### config.mk
export PLATFORM = sky130hd
export DESIGN_NAME = m65c02a_bus_wait_ctrl
export DESIGN_NICKNAME = d
export VERILOG_FILES = /design/src/rtl/m65c02a_bus_pkg.sv /design/src/rtl/m65c02a_sync2.sv /design/src/rtl/m65c02a_bus_wait_ctrl.sv
export SDC_FILE = /design/constraint.sdc
export NUM_CORES = 1
export LEC_CHECK = 0
export BUFFER_PORTS_ARGS = -buffer_cell sky130_fd_sc_hd__clkbuf_2
export CORE_ASPECT_RATIO = 1.25
export CORE_MARGIN = 1.5
export CORE_UTILIZATION = 55
export CTS_CLUSTER_DIAMETER = 100
export DETAILED_ROUTE_END_ITERATION = 8
export HOLD_SLACK_MARGIN = 0.15
export PLACE_DENSITY = 0.74
export SYNTH_ARGS = -nofsm -noshare
export SYNTH_HDL_FRONTEND = slang
export SYNTH_SLANG_ARGS = --single-unit
### constraint.sdc
create_clock -name Clk -period 8.4 [get_ports Clk]
set_input_delay 0.84 -clock Clk [delete_from_list [all_inputs] [get_ports Clk]]
set_output_delay 0.84 -clock Clk [all_outputs]
set_load 0.01 [all_outputs]
### src/rtl/m65c02a_bus_pkg.sv
// ----------------------------------------------------------------------------
// m65c02a_bus_pkg
// Shared definitions for the M65C02A bus wait-state controller.
//   - FSM state encoding
//   - wait-state table field layout and geometry
//   - chip-enable priority encoder
// ----------------------------------------------------------------------------
package m65c02a_bus_pkg;

    typedef enum logic [1:0] {
        ST_IDLE = 2'b00,
        ST_WAIT = 2'b01,
        ST_EXT  = 2'b10
    } state_t;

    // Table entry layout: [3:0] WSC, [4] ExtEn, [7:5] reserved (reads 0)
    localparam int WSC_LSB     = 0;
    localparam int WSC_W       = 4;
    localparam int EXTEN_BIT   = 4;
    localparam int ENTRY_W     = EXTEN_BIT + 1;   // only the live bits are stored

    localparam int NUM_ENTRIES = 16;
    localparam int IDX_W       = 4;
    localparam int CNT_W       = 5;               // WSC (max 15) + pWS_Out (max 15)

    // Index of the highest set chip enable; 0 means no external chip select.
    function automatic logic [IDX_W-1:0] ce_index(input logic [15:1] ce);
        logic [IDX_W-1:0] idx;
        idx = '0;
        for (int i = 1; i < NUM_ENTRIES; i++) begin
            if (ce[i]) idx = IDX_W'(i);
        end
        return idx;
    endfunction

endpackage

### src/rtl/m65c02a_sync2.sv
// ----------------------------------------------------------------------------
// m65c02a_sync2
// Two-flop synchronizer, asynchronously reset to 0.
// Ports:
//   clk  in   destination clock
//   rst  in   asynchronous active-high reset
//   d    in   asynchronous input
//   q    out  synchronized output (2-cycle latency)
// ----------------------------------------------------------------------------
module m65c02a_sync2 (
    input  logic clk,
    input  logic rst,
    input  logic d,
    output logic q
);

    logic meta;

    always_ff @(posedge clk or posedge rst) begin
        if (rst) begin
            meta <= 1'b0;
            q    <= 1'b0;
        end else begin
            meta <= d;
            q    <= meta;
        end
    end

endmodule

### src/rtl/m65c02a_bus_wait_ctrl.sv
// ----------------------------------------------------------------------------
// m65c02a_bus_wait_ctrl
// Generates the core's Rdy microcycle-ready signal from the MMU chip enables,
// the MMU internal wait-state request, a programmable per-chip-select
// wait-state table and an optional synchronized external wait line.
//
// Optional feature macro: BUS_TMO_EN
//   defined   : external waits time out after pTMO cycles in EXT, pulsing
//               Bus_Err and setting a sticky flag readable on WSR_DO[7]
//               (cleared by a table read while Rdy=1).
//   undefined : EXT waits indefinitely, Bus_Err=0, WSR_DO[7]=0.
//
// Parameters:
//   pWS_Out  extra wait states when Int_WS=1 (0..15)
//   pWS_Rst  reset value of every table wait count
//   pTMO     external-wait timeout in cycles (BUS_TMO_EN only)
//
// Ports:
//   Clk, Rst          clock, asynchronous active-high reset
//   Mem_Req           core has a valid memory cycle; held while Rdy=0
//   CE[15:1]          one-hot chip enables from the MMU
//   Int_WS            MMU internal wait-state request
//   Ext_Wait          asynchronous external wait, active-high
//   Sel_WSR, WE, RE   table register port select / write / read
//   Reg_Sel[3:0]      table entry index
//   WSR_DI[7:0]       table write data
//   WSR_DO[7:0]       table read data, 0 when not reading
//   Rdy               microcycle ready (combinational)
//   Bus_Err           external-wait timeout pulse
// ----------------------------------------------------------------------------
module m65c02a_bus_wait_ctrl
    import m65c02a_bus_pkg::*;
#(
    parameter int pWS_Out = 2,
    parameter int pWS_Rst = 3,
    parameter int pTMO    = 255
) (
    input  logic        Clk,
    input  logic        Rst,
    input  logic        Mem_Req,
    input  logic [15:1] CE,
    input  logic        Int_WS,
    input  logic        Ext_Wait,
    input  logic        Sel_WSR,
    input  logic        WE,
    input  logic        RE,
    input  logic [3:0]  Reg_Sel,
    input  logic [7:0]  WSR_DI,
    output logic [7:0]  WSR_DO,
    output logic        Rdy,
    output logic        Bus_Err
);

    state_t             state;
    logic [CNT_W-1:0]   cnt;
    logic               ext_en_l;     // ExtEn captured when the access starts
    logic [ENTRY_W-1:0] tbl [NUM_ENTRIES];
    logic               wait_s;
    logic [IDX_W-1:0]   idx;
    logic [ENTRY_W-1:0] cur;
    logic               cur_ext_en;
    logic [CNT_W-1:0]   n_ws;
    logic               tmo_hit;
    logic               tmo_flag;
    logic               unused_di;

    m65c02a_sync2 u_ext_sync (
        .clk (Clk),
        .rst (Rst),
        .d   (Ext_Wait),
        .q   (wait_s)
    );

    // Live lookup; only consulted in IDLE, later cycles use captured values.
    assign idx        = ce_index(CE);
    assign cur        = tbl[idx];
    assign cur_ext_en = cur[EXTEN_BIT];
    assign n_ws       = CNT_W'(cur[WSC_LSB +: WSC_W]) +
                        (Int_WS ? CNT_W'(pWS_Out) : CNT_W'(0));

    // ------------------------------------------------------------------
    // External-wait timeout
    // ------------------------------------------------------------------
`ifdef BUS_TMO_EN
    logic [15:0] tmo_cnt;

    assign tmo_hit = (state == ST_EXT) && Mem_Req && wait_s &&
                     (tmo_cnt == 16'(pTMO));

    // Held at 0 outside EXT, so it starts from 0 on every EXT entry.
    always_ff @(posedge Clk or posedge Rst) begin
        if (Rst)
            tmo_cnt <= '0;
        else if (state != ST_EXT)
            tmo_cnt <= '0;
        else
            tmo_cnt <= tmo_cnt + 16'd1;
    end

    // Set wins over a same-cycle read-clear so a timeout is never lost.
    always_ff @(posedge Clk or posedge Rst) begin
        if (Rst)
            tmo_flag <= 1'b0;
        else if (tmo_hit)
            tmo_flag <= 1'b1;
        else if (Sel_WSR && RE && Rdy)
            tmo_flag <= 1'b0;
    end
`else
    logic unused_tmo;
    assign unused_tmo = (pTMO != 0);
    assign tmo_hit    = 1'b0;
    assign tmo_flag   = 1'b0;
`endif

    assign Bus_Err = tmo_hit;

    // ------------------------------------------------------------------
    // Ready: combinational from state and current inputs
    // ------------------------------------------------------------------
    always_comb begin
        Rdy = 1'b1;
        if (!Rst && Mem_Req) begin
            case (state)
                ST_IDLE: Rdy = (n_ws == '0) && !(cur_ext_en && wait_s);
                ST_WAIT: Rdy = (cnt == '0) && !(ext_en_l && wait_s);
                ST_EXT:  Rdy = !wait_s || tmo_hit;
                default: Rdy = 1'b1;
            endcase
        end
    end

    // ------------------------------------------------------------------
    // Wait-state FSM
    // ------------------------------------------------------------------
    always_ff @(posedge Clk or posedge Rst) begin
        if (Rst) begin
            state    <= ST_IDLE;
            cnt      <= '0;
            ext_en_l <= 1'b0;
        end else begin
            case (state)
                ST_IDLE: begin
                    if (Mem_Req) begin
                        ext_en_l <= cur_ext_en;
                        if (n_ws != '0) begin
                            // The IDLE cycle is the first wait, so N waits
                            // give N+1 cycles in total.
                            state <= ST_WAIT;
                            cnt   <= n_ws - CNT_W'(1);
                        end else if (cur_ext_en && wait_s) begin
                            state <= ST_EXT;
                        end
                    end
                end
                ST_WAIT: begin
                    if (!Mem_Req)
                        state <= ST_IDLE;
                    else if (cnt != '0)
                        cnt <= cnt - CNT_W'(1);
                    else if (ext_en_l && wait_s)
                        state <= ST_EXT;
                    else
                        state <= ST_IDLE;
                end
                ST_EXT: begin
                    if (!Mem_Req || !wait_s || tmo_hit)
                        state <= ST_IDLE;
                end
                default: state <= ST_IDLE;
            endcase
        end
    end

    // ------------------------------------------------------------------
    // Wait-state table
    // ------------------------------------------------------------------
    // Gating with Rdy blocks writes while an access is stretched.
    always_ff @(posedge Clk or posedge Rst) begin
        if (Rst) begin
            for (int i = 0; i < NUM_ENTRIES; i++)
                tbl[i] <= {1'b0, WSC_W'(pWS_Rst)};
        end else if (Sel_WSR && WE && Rdy) begin
            tbl[Reg_Sel] <= WSR_DI[ENTRY_W-1:0];
        end
    end

    assign unused_di = ^WSR_DI[7:ENTRY_W];

    assign WSR_DO = (Sel_WSR && RE) ? {tmo_flag, 2'b00, tbl[Reg_Sel]} : 8'h00;

endmodule

# Yosys cells after proc, flatten, opt, wreduce, memory -nomap -nowiden
# Index checks and enable logic that the tools add are counted.
# classes
mux,41
addsub,3
reduce_logical,24
n_lt_le_gt_ge,3
eq_ne,9
bitwise,2
# ops
operator,n
bitwise mux 80 bit,1
two-way mux 5 bit,10
two-way mux 4 bit,12
binary-select mux 5 bit (select 4 bit),2
demux 5 bit (select 4 bit),1
two-way mux 2 bit,10
">= comparator 5 bit, second input constant",2
logical NOT 5 bit,2
"!= test 2 bit, second input constant",5
inverter 4 -> 5 bit,2
one-hot mux 5 bit (2 select lines),1
nonzero test 5 bit,2
"subtractor 5 x 1 -> 5 bit, second input constant",2
logical AND 1 bit,9
"!= test 3 bit, second input constant",2
one-hot mux 2 bit (3 select lines),1
adder 4 x 2 -> 5 bit,1
logical NOT 1 bit,5
"less-than comparator 5 x 1 -> 1 bit, second input constant",1
AND reduction 5 bit,1
AND reduction 4 bit,1
one-hot mux 1 bit (3 select lines),1
"equality test 2 x 1 -> 1 bit, second input constant",1
"equality test 2 bit, second input constant",1
5 further kinds,6
# totals
inputBits,35
word_cells,103
ff_bits,90

# Logic depth before layout (Yosys ltp)
# Gate-level depths: netlist (run 1).
# depth
word_depth,25
mapped_depth,20
ltp_nobuf,17

# By module
# From an unflattened synthesis (run 1), not the netlist that was laid out.
# unflattened
hier_cells,515
area_unflattened_um2,6035.8
# by_module_without_submodules
module,area_each_um2,n_inst,seq_area_each_um2,cells_per_inst
m65c02a_bus_wait_ctrl,5982.0,1,2242.2,512
m65c02a_sync2,53.8,1,50.0,3

# Worst setup path before layout (run 1)
# OpenSTA, ideal clock, no wires.
# synth_timing
path_kind,input to output
from,input port CE[9] (netlist name)
to,output port Rdy
t_arrival_ps,4091
path_buffers,4
t_required_ps,7560
setup_slack_ps,3469
path_stages,18
path_cell_list,or3b_1 a311oi_1 a31o_1 buf_2 buf_6 buf_4 a211oi_1 a211oi_1 a21oi_1 o21ai_0 a21o_1 ha_1 ha_1 o221ai_1 o21bai_1 a211oi_4 buf_12 or2_2
# synth_via
elab_chain_len,16
# synth_lines
element,line_no,rtl
start: declaration,m65c02a_bus_wait_ctrl.sv:41,"input logic [15:1] CE,"
two-way mux 4 bit * (7 in series),m65c02a_bus_pkg.sv:31,if (ce[i]) idx = IDX_W'(i);
inverter 4 -> 5 bit (implied by the code) *,m65c02a_bus_wait_ctrl.sv:76,assign cur = tbl[idx];
binary-select mux 5 bit (select 4 bit) *,m65c02a_bus_wait_ctrl.sv:76,
two-way mux 5 bit (implied by the code) * (2 in series),m65c02a_bus_wait_ctrl.sv:76,
adder 4 x 2 -> 5 bit or logical AND 1 bit (tied branches),"m65c02a_bus_wait_ctrl.sv:78, m65c02a_bus_wait_ctrl.sv:125",
logical NOT 5 bit or logical NOT 1 bit (tied branches),m65c02a_bus_wait_ctrl.sv:125,ST_IDLE: Rdy = (n_ws == '0) && !(cur_ext_en && wait_s);
logical AND 1 bit *,m65c02a_bus_wait_ctrl.sv:125,
one-hot mux 1 bit (3 select lines) *,m65c02a_bus_wait_ctrl.sv:124,case (state)
two-way mux 1 bit *,m65c02a_bus_wait_ctrl.sv:123,if (!Rst && Mem_Req) begin
end: declaration,m65c02a_bus_wait_ctrl.sv:50,"output logic Rdy,"
# Mark *: on every way between the ends. The rest lies on a longest branch, timed or not. The select of a mux whose other input is x is not followed.

# Worst setup path in the final report (run 1)
# layout_timing
from,input port CE[13] (netlist name)
to,output port Rdy
# layout_via
elab_chain_len,12
# layout_lines
element,line_no
two-way mux 4 bit * (3 in series),m65c02a_bus_pkg.sv:31
inverter 4 -> 5 bit (implied by the code) *,m65c02a_bus_wait_ctrl.sv:76
binary-select mux 5 bit (select 4 bit) *,m65c02a_bus_wait_ctrl.sv:76
two-way mux 5 bit (implied by the code) * (2 in series),m65c02a_bus_wait_ctrl.sv:76
adder 4 x 2 -> 5 bit or logical AND 1 bit (tied branches),"m65c02a_bus_wait_ctrl.sv:78, m65c02a_bus_wait_ctrl.sv:125"
logical NOT 5 bit or logical NOT 1 bit (tied branches),m65c02a_bus_wait_ctrl.sv:125
logical AND 1 bit *,m65c02a_bus_wait_ctrl.sv:125
one-hot mux 1 bit (3 select lines) *,m65c02a_bus_wait_ctrl.sv:124
two-way mux 1 bit *,m65c02a_bus_wait_ctrl.sv:123
# Marked as above.

==> flow_summary.toml, run 1 <==
[status]
status = "completed"

[timing]
finalCriticalPeriod_ps = 5676
setup_violations = 0
fmax_mhz = 176.2
slew_headroom_pct = 18.69
tightest_slew_ps = 1216
finClkSkew_ps = 7.396
hold_viol_final = 0
slew_viol_final = 0
setup_ws_ps = 2724
period_share_pct = 67.57
rsz0062_at_grt = "no"
tns_ps = 0

[floorplan]
num_io_pins = 45
rows = 42
fp.dieH_um = 119.8
die_w_um = 96.44
dieArea_um2 = 11550
fp.coreArea_um2 = 10620
initial_core_util_pct = 56.54

[setup_path]
r2r_start = "tbl[41]"
r2r-end = "tbl[47]"
critPathLaunchType = "primary input"
path_max_fanout = 24
crit_path_start = "CE[13]"
cp.required_ps = 7560
crit_path_end_kind = "output pin"
endpoint = "Rdy"
r2r.worst_path.cells = 14
regToRegSetupSlack_ps = 4600
critical_path_class = "primary input to output pin"
cp.arrival_ps = 4840

[pwr]
irDropWorstVdd_uv = 94.30
intPower_uw = 972.2
seq_power_share_pct = 45.0
sw_frac_of_total_pct = 31.53
p_leak_nw = 2.676
p_comb_share_pct = 28.0
p_switching_uw = 447.7
clkPwrFrac_pct = 27.0
power.density_nw_per_um2 = 218.3

[synth]
synth_top_cell_area_share_pct = 24.18
synth_top_family_by_area = "multiplexers"
synth_xor_area_share_pct = 0.1459
avgSynthCellArea_um2 = 11.56
synth_area_um2 = 6002
muxShareOfSynthArea_pct = 30.52
synth_fa_ha_area_share_pct = 0.6254
ys.flop_type = "dfrtp_1"
synth.distinct_cells = 68
ys_ff_latch = 90
synth_compound_area_share_pct = 14.95
synth.most_common_cell = "dfrtp_1"
synthTopCellsByArea = "dfrtp_1 (24%), dfstp_2 (14%), mux4_2 (9.8%)"
syn_inst = 519
ys_seq_area_share_pct = 38.19
synth_top_cells_by_count = "dfrtp_1 (58), mux2_2 (43), dfstp_2 (32)"
yosys_warnings = 0
synth_edf_count = 0
synth-simple-area-share_pct = 11.92
async_flop_share_pct = 100.0
yosys.area.top_type = "dfrtp_1"

[final_layout]
antennaDiodeCount = 0
finalNetCount = 578
drive_above_1_share_pct = 35.78
final_core_util_pct = 61.28
syn_to_final_growth_pct = 8.380
fin_cells = 677

[cts]
cts_sinks = 90
cts.path.max_buffers = 2
cts_resized = 0
htree_num_levels = 3
numCtsBuffers = 9
postCtsHoldBufs = 0
cts_setup_buffers = 0
path_clk_slew_ps = 60
clk_latency_ps = 350
cts_tree = "built"
root_buffer = "clkbuf_16"

[routing]
vias = 4627
routedWlPerCell_um = 22.77
drc_errors = 0
firstDrtPassIters = 5
ant_nets = 0
vias_per_cell = 6.835
wl_um = 15420
drt-initial-drc-count = 474

[run]
drv_cap = 0

[placement]
dp_hpwl_um = 10930
post-place-cells = 661
dpl_worst_slack_ps = 2813
io_buffer_count = 37
place.gp.congestion = 0.8912

[global_routing]
antenna_found_initial = 0
grt_pass1_wl_um = 24290
overflow = 0
grtUsageTotal_pct = 28.43
grt_max_degree = 59
grt_pass1_vias = 4460

[hold_path]
hold_path_class = "flip-flop to flip-flop"
## through the flow
| step | area, um2 | hold slack (ps) | total power, mW |
|---|---|---|---|
| after floorplan | 6013 | 331.2 | 0.9315 |
| after global placement | 6228 | 337.3 | 1.012 |
| after detailed placement | 6228 | 340.3 | 1.032 |
| after CTS | 6505 | 362.7 | 1.415 |
| after global routing | 6505 | 373.9 | 1.487 |
| final | 6505 | 359.1 | 1.420 |
## logic make-up after synthesis
group / after synthesis
AOI/OAI and AO/OA: 116
buffers and inverters: 42
DFF: 90
muxes: 133
and+or+nand+nor: 133
other: 1
adders and majority gates: 3
xor gates and xnor gates: 1
## worst min path at each step
| stage | startpoint | endpoint | cells after the start |
|---|---|---|---|
| 2_1_floorplan | u_ext_sync.meta | u_ext_sync.q | 0 |
| 3_3_place_gp | u_ext_sync.meta | u_ext_sync.q | 0 |
| 3_5_place_dp | u_ext_sync.meta | u_ext_sync.q | 0 |
| 4_1_cts | u_ext_sync.meta | u_ext_sync.q | 0 |
| 5_1_grt | u_ext_sync.meta | u_ext_sync.q | 0 |
| 6_report | u_ext_sync.meta | u_ext_sync.q | 0 |
## power groups by stage
| stage | clock network [mW] | logic (mW) | registers, mW |
|---|---|---|---|
| 2_1_floorplan | 0 | 0.323 | 0.608 |
| 3_3_place_gp | 0 | 0.378 | 0.634 |
| 3_5_place_dp | 0 | 0.390 | 0.642 |
| 4_1_cts | 0.385 | 0.395 | 0.636 |
| 5_1_grt | 0.406 | 0.431 | 0.650 |
| 6_report | 0.384 | 0.397 | 0.639 |
## worst max-delay path, cell delays in order
cell	delay, ps
clkbuf_2	320
nor2b_1	260
a311oi_1	240
a31o_1	130
buf_4	360
mux2i_1	320
o22ai_1	110
nor4_1	540
nor2_1	120
ha_1	360
nor2_1	210
nand3_1	170
a211oi_4	180
buf_4	350
or2_2	180
clkbuf_2	130
## metal layers
metal  track usage, %  wire, um  vias to the layer above
met1            37.77      6213                     2343
li1                 -         -                     2040
met5                0         0                        -
met2            46.17      7733                      202
met3            4.563      1001                       42
met4            11.14       468                        0
## registers in the layout, summed over array words and instances (netlist names)
register	flops
tbl	80
cnt	5
state	2
ext_en_l	1
u_ext_sync.meta	1
u_ext_sync.q	1
## placed cells by master, fill, tap and decap left out, types with 5 or more instances in the layout
cell type / synthesis / final
mux2_2: 43 / 43
o21ai_1: 12 / 12
nor2b_1: 10 / 10
mux2_1: 21 / 21
buf_4: 6 / 6
dfstp_2: 32 / 32
nand3_1: 9 / 9
a22oi_1: 5 / 5
clkbuf_16: 0 / 9
or3_1: 8 / 8
a211oi_1: 7 / 7
mux2_4: 19 / 19
a31oi_1: 7 / 7
inv_1: 6 / 5
dfrtp_1: 58 / 58
nor3_1: 17 / 17
nand3b_1: 6 / 6
o21ai_0: 14 / 14
nor2_1: 25 / 25
a21oi_1: 13 / 13
nand2b_1: 7 / 7
mux2i_1: 24 / 24
o22ai_1: 5 / 5
mux4_2: 26 / 26
o21ai_4: 8 / 8
nand2_1: 23 / 23
o211ai_1: 10 / 10
and3_1: 6 / 6
clkbuf_2: 0 / 37
## layout make-up
class | count | area [um2]
inverters | 6 | 23.77
repair buffers | 43 | 230.2
well taps | 132 | 165.2
multi-input cells | 390 | 3517
fillers | 885 | 4110
clock inverters | 2 | 12.51
flip-flops and latches | 90 | 2292
clock buffers | 14 | 264.0
Power figures use the tool's default switching activity.
==> run 2, diff against run 1 <==
- clock period: 8.4 -> 5.7 ns (I/O delays scaled with it)
==> flow_summary.toml, run 2 (same netlist as run 1, synthesis figures left out) <==
[status]
status = "completed"

[placement]
placed_area_um2 = 6245
dpl_worst_slack_ps = 479.7
place.gp.congestion = 0.8457
io_buffer_count = 37
dp_hpwl_um = 11320

[final_layout]
fin_area_um2 = 6525
antennaDiodeCount = 0
final_common_cell = "dfrtp_1"
multi_input_area_um2 = 3511
syn_to_final_growth_pct = 8.714
mostFrequentLayoutCells = "dfrtp_1 (58), mux2_2 (43), clkbuf_2 (37)"
drive_above_1_share_pct = 36.50
seqCellArea_um2 = 2292
nFillCells = 835
largest_reg_flops = 80
largestRegisters = "tbl (80), cnt (5), state (2)"
largest_register = "tbl"
finalNetCount = 581

[timing]
slew_viol_final = 0
hold_viol_final = 0
setup_ws_ps = 420.5
fmax_mhz = 189.4
setup_violations = 0
tightest_slew_ps = 1207
finalCriticalPeriod_ps = 5279
rsz0062_at_grt = "no"
slew_headroom_pct = 19.32
period_share_pct = 92.62
tns_ps = 0
finClkSkew_ps = 6.046

[routing]
drc_errors = 0
routedWlPerCell_um = 23.09
wl_um = 15700
ant_nets = 0
vias = 4694
firstDrtPassIters = 5
drt-initial-drc-count = 430
vias_per_cell = 6.903

[setup_path]
max_stage_delay_ps = 560
path_cells = "clkbuf_2 -> or3b_1 -> a311oi_1 -> a31o_1 -> buf_4 -> mux2i_1 -> nor2_1 -> nor4_1 -> nor2_1 -> ha_1 -> nor2_1 -> nand3_1 -> a211oi_4 -> buf_4 -> or2_2 -> clkbuf_2"
critPathLaunchType = "primary input"
critical_path_class = "primary input to output pin"
crit_path_end_kind = "output pin"
path_max_fanout = 18
cp.required_ps = 5130
cp.arrival_ps = 4710
critPathBufInv = 4
cp_common_cell = "nor2_1"
crit_family = "simple AND/OR/NAND/NOR gates"
crit_slowest_cell = "a31o_1"

[pwr]
power.density_nw_per_um2 = 322.4
intPower_mw = 1.414
irDropWorstVdd_uv = 150.9
seq_power_share_pct = 44.8
p_comb_share_pct = 28.2
power_mw = 2.104
sw_frac_of_total_pct = 32.79
p_leak_nw = 2.690
p_switching_uw = 689.8
clkPwrFrac_pct = 27.0

[run]
drv_cap = 0

[floorplan]
num_io_pins = 45
initial_core_util_pct = 56.54
fp.dieH_um = 119.8
dieArea_um2 = 11550
fp.coreArea_um2 = 10620
rows = 42
die_w_um = 96.44

[cts]
postCtsHoldBufs = 0
cts_sinks = 90
cts_resized = 0
clk_latency_ps = 350
path_clk_slew_ps = 70
cts_setup_buffers = 0
root_buffer = "clkbuf_16"
cts.path.max_buffers = 2
cts_tree = "built"
htree_num_levels = 3
numCtsBuffers = 9

[global_routing]
grt_max_degree = 66
antenna_found_initial = 0
grtUsageTotal_pct = 29.25
grt_pass1_vias = 4659
overflow = 0
grt_pass1_wl_um = 25050

[hold_path]
hold_path_class = "primary input to asynchronous set/reset pin"
run 2: cell count changes in the layout (fill, tap and decap cells not counted), sizes merged:
cell	before	now
clkbuf	51	46
buf	6	9
clkinv	2	5
clkinvlp	1	2
inv	5	6
run 2: worst register-to-register path: stages, from the launching register on:
cell and delay, ps:
dfstp_2 540, and2_1 120, a211oi_1 50, a211oi_1 220, a21oi_1 80, o21ai_0 240
a21o_1 180, ha_1 190, ha_1 230, o221ai_1 120, o21bai_1 250, a211oi_4 240
buf_4 350, o21ai_1 350, mux2_2 400
run 2: final timing paths:
| kind | from | endpoint | slack, ps | depth (start not counted) |
|---|---|---|---|---|
| worst max register to register | tbl[41] | tbl[54] | 2040 | 14 |
| max in group asynchronous | Rst | tbl[73] | 4290 | 3 |
| worst min register to register | u_ext_sync.meta | u_ext_sync.q | 350 | 0 |
| worst min-delay path | Rst | u_ext_sync.meta | 220 | 2 |
| worst max-delay path | CE[9] | Rdy | 420 | 16 |
| min in group Clk | Ext_Wait | u_ext_sync.meta | 320 | 1 |
run 2: per-stage QoR:
stage / hold WS (ps) / util, % / cells
floorplan: 331.2 / - / 522
global placement: 336.7 / 58.83 / 664
detailed placement: 337.1 / 58.83 / 664
CTS: 230.2 / 61.47 / 680
global route: 244.2 / 61.47 / 680
finish: 215.0 / 61.47 / 680
run 2: final cells by class:
cell class | count | share of cell area [%]
clock buffers | 9 | 3.452
clock inverters | 7 | 0.8437
inverters | 6 | 0.3643
multi-input cells | 390 | 53.81
flip-flops and latches | 90 | 35.13
well taps | 132 | 2.531
repair buffers | 46 | 3.873
run 2: routing by layer:
layer | vias to the layer above | track usage [%] | wire length [um]
met4 | 0 | 13.41 | 627
met5 | - | 0 | 0
met2 | 236 | 46.57 | 7783
li1 | 2052 | - | -
met1 | 2352 | 37.67 | 6160
met3 | 54 | 6.527 | 1127
run 2: power by group through the flow:
stage                     clock [mW]  sequential [mW]  combinational [mW]
after detailed placement           0            0.947               0.582
final                          0.568            0.943               0.593
after global routing           0.604            0.959               0.643
after CTS                      0.572            0.937               0.587
after floorplan                    0            0.897               0.476
after global placement             0            0.936               0.558
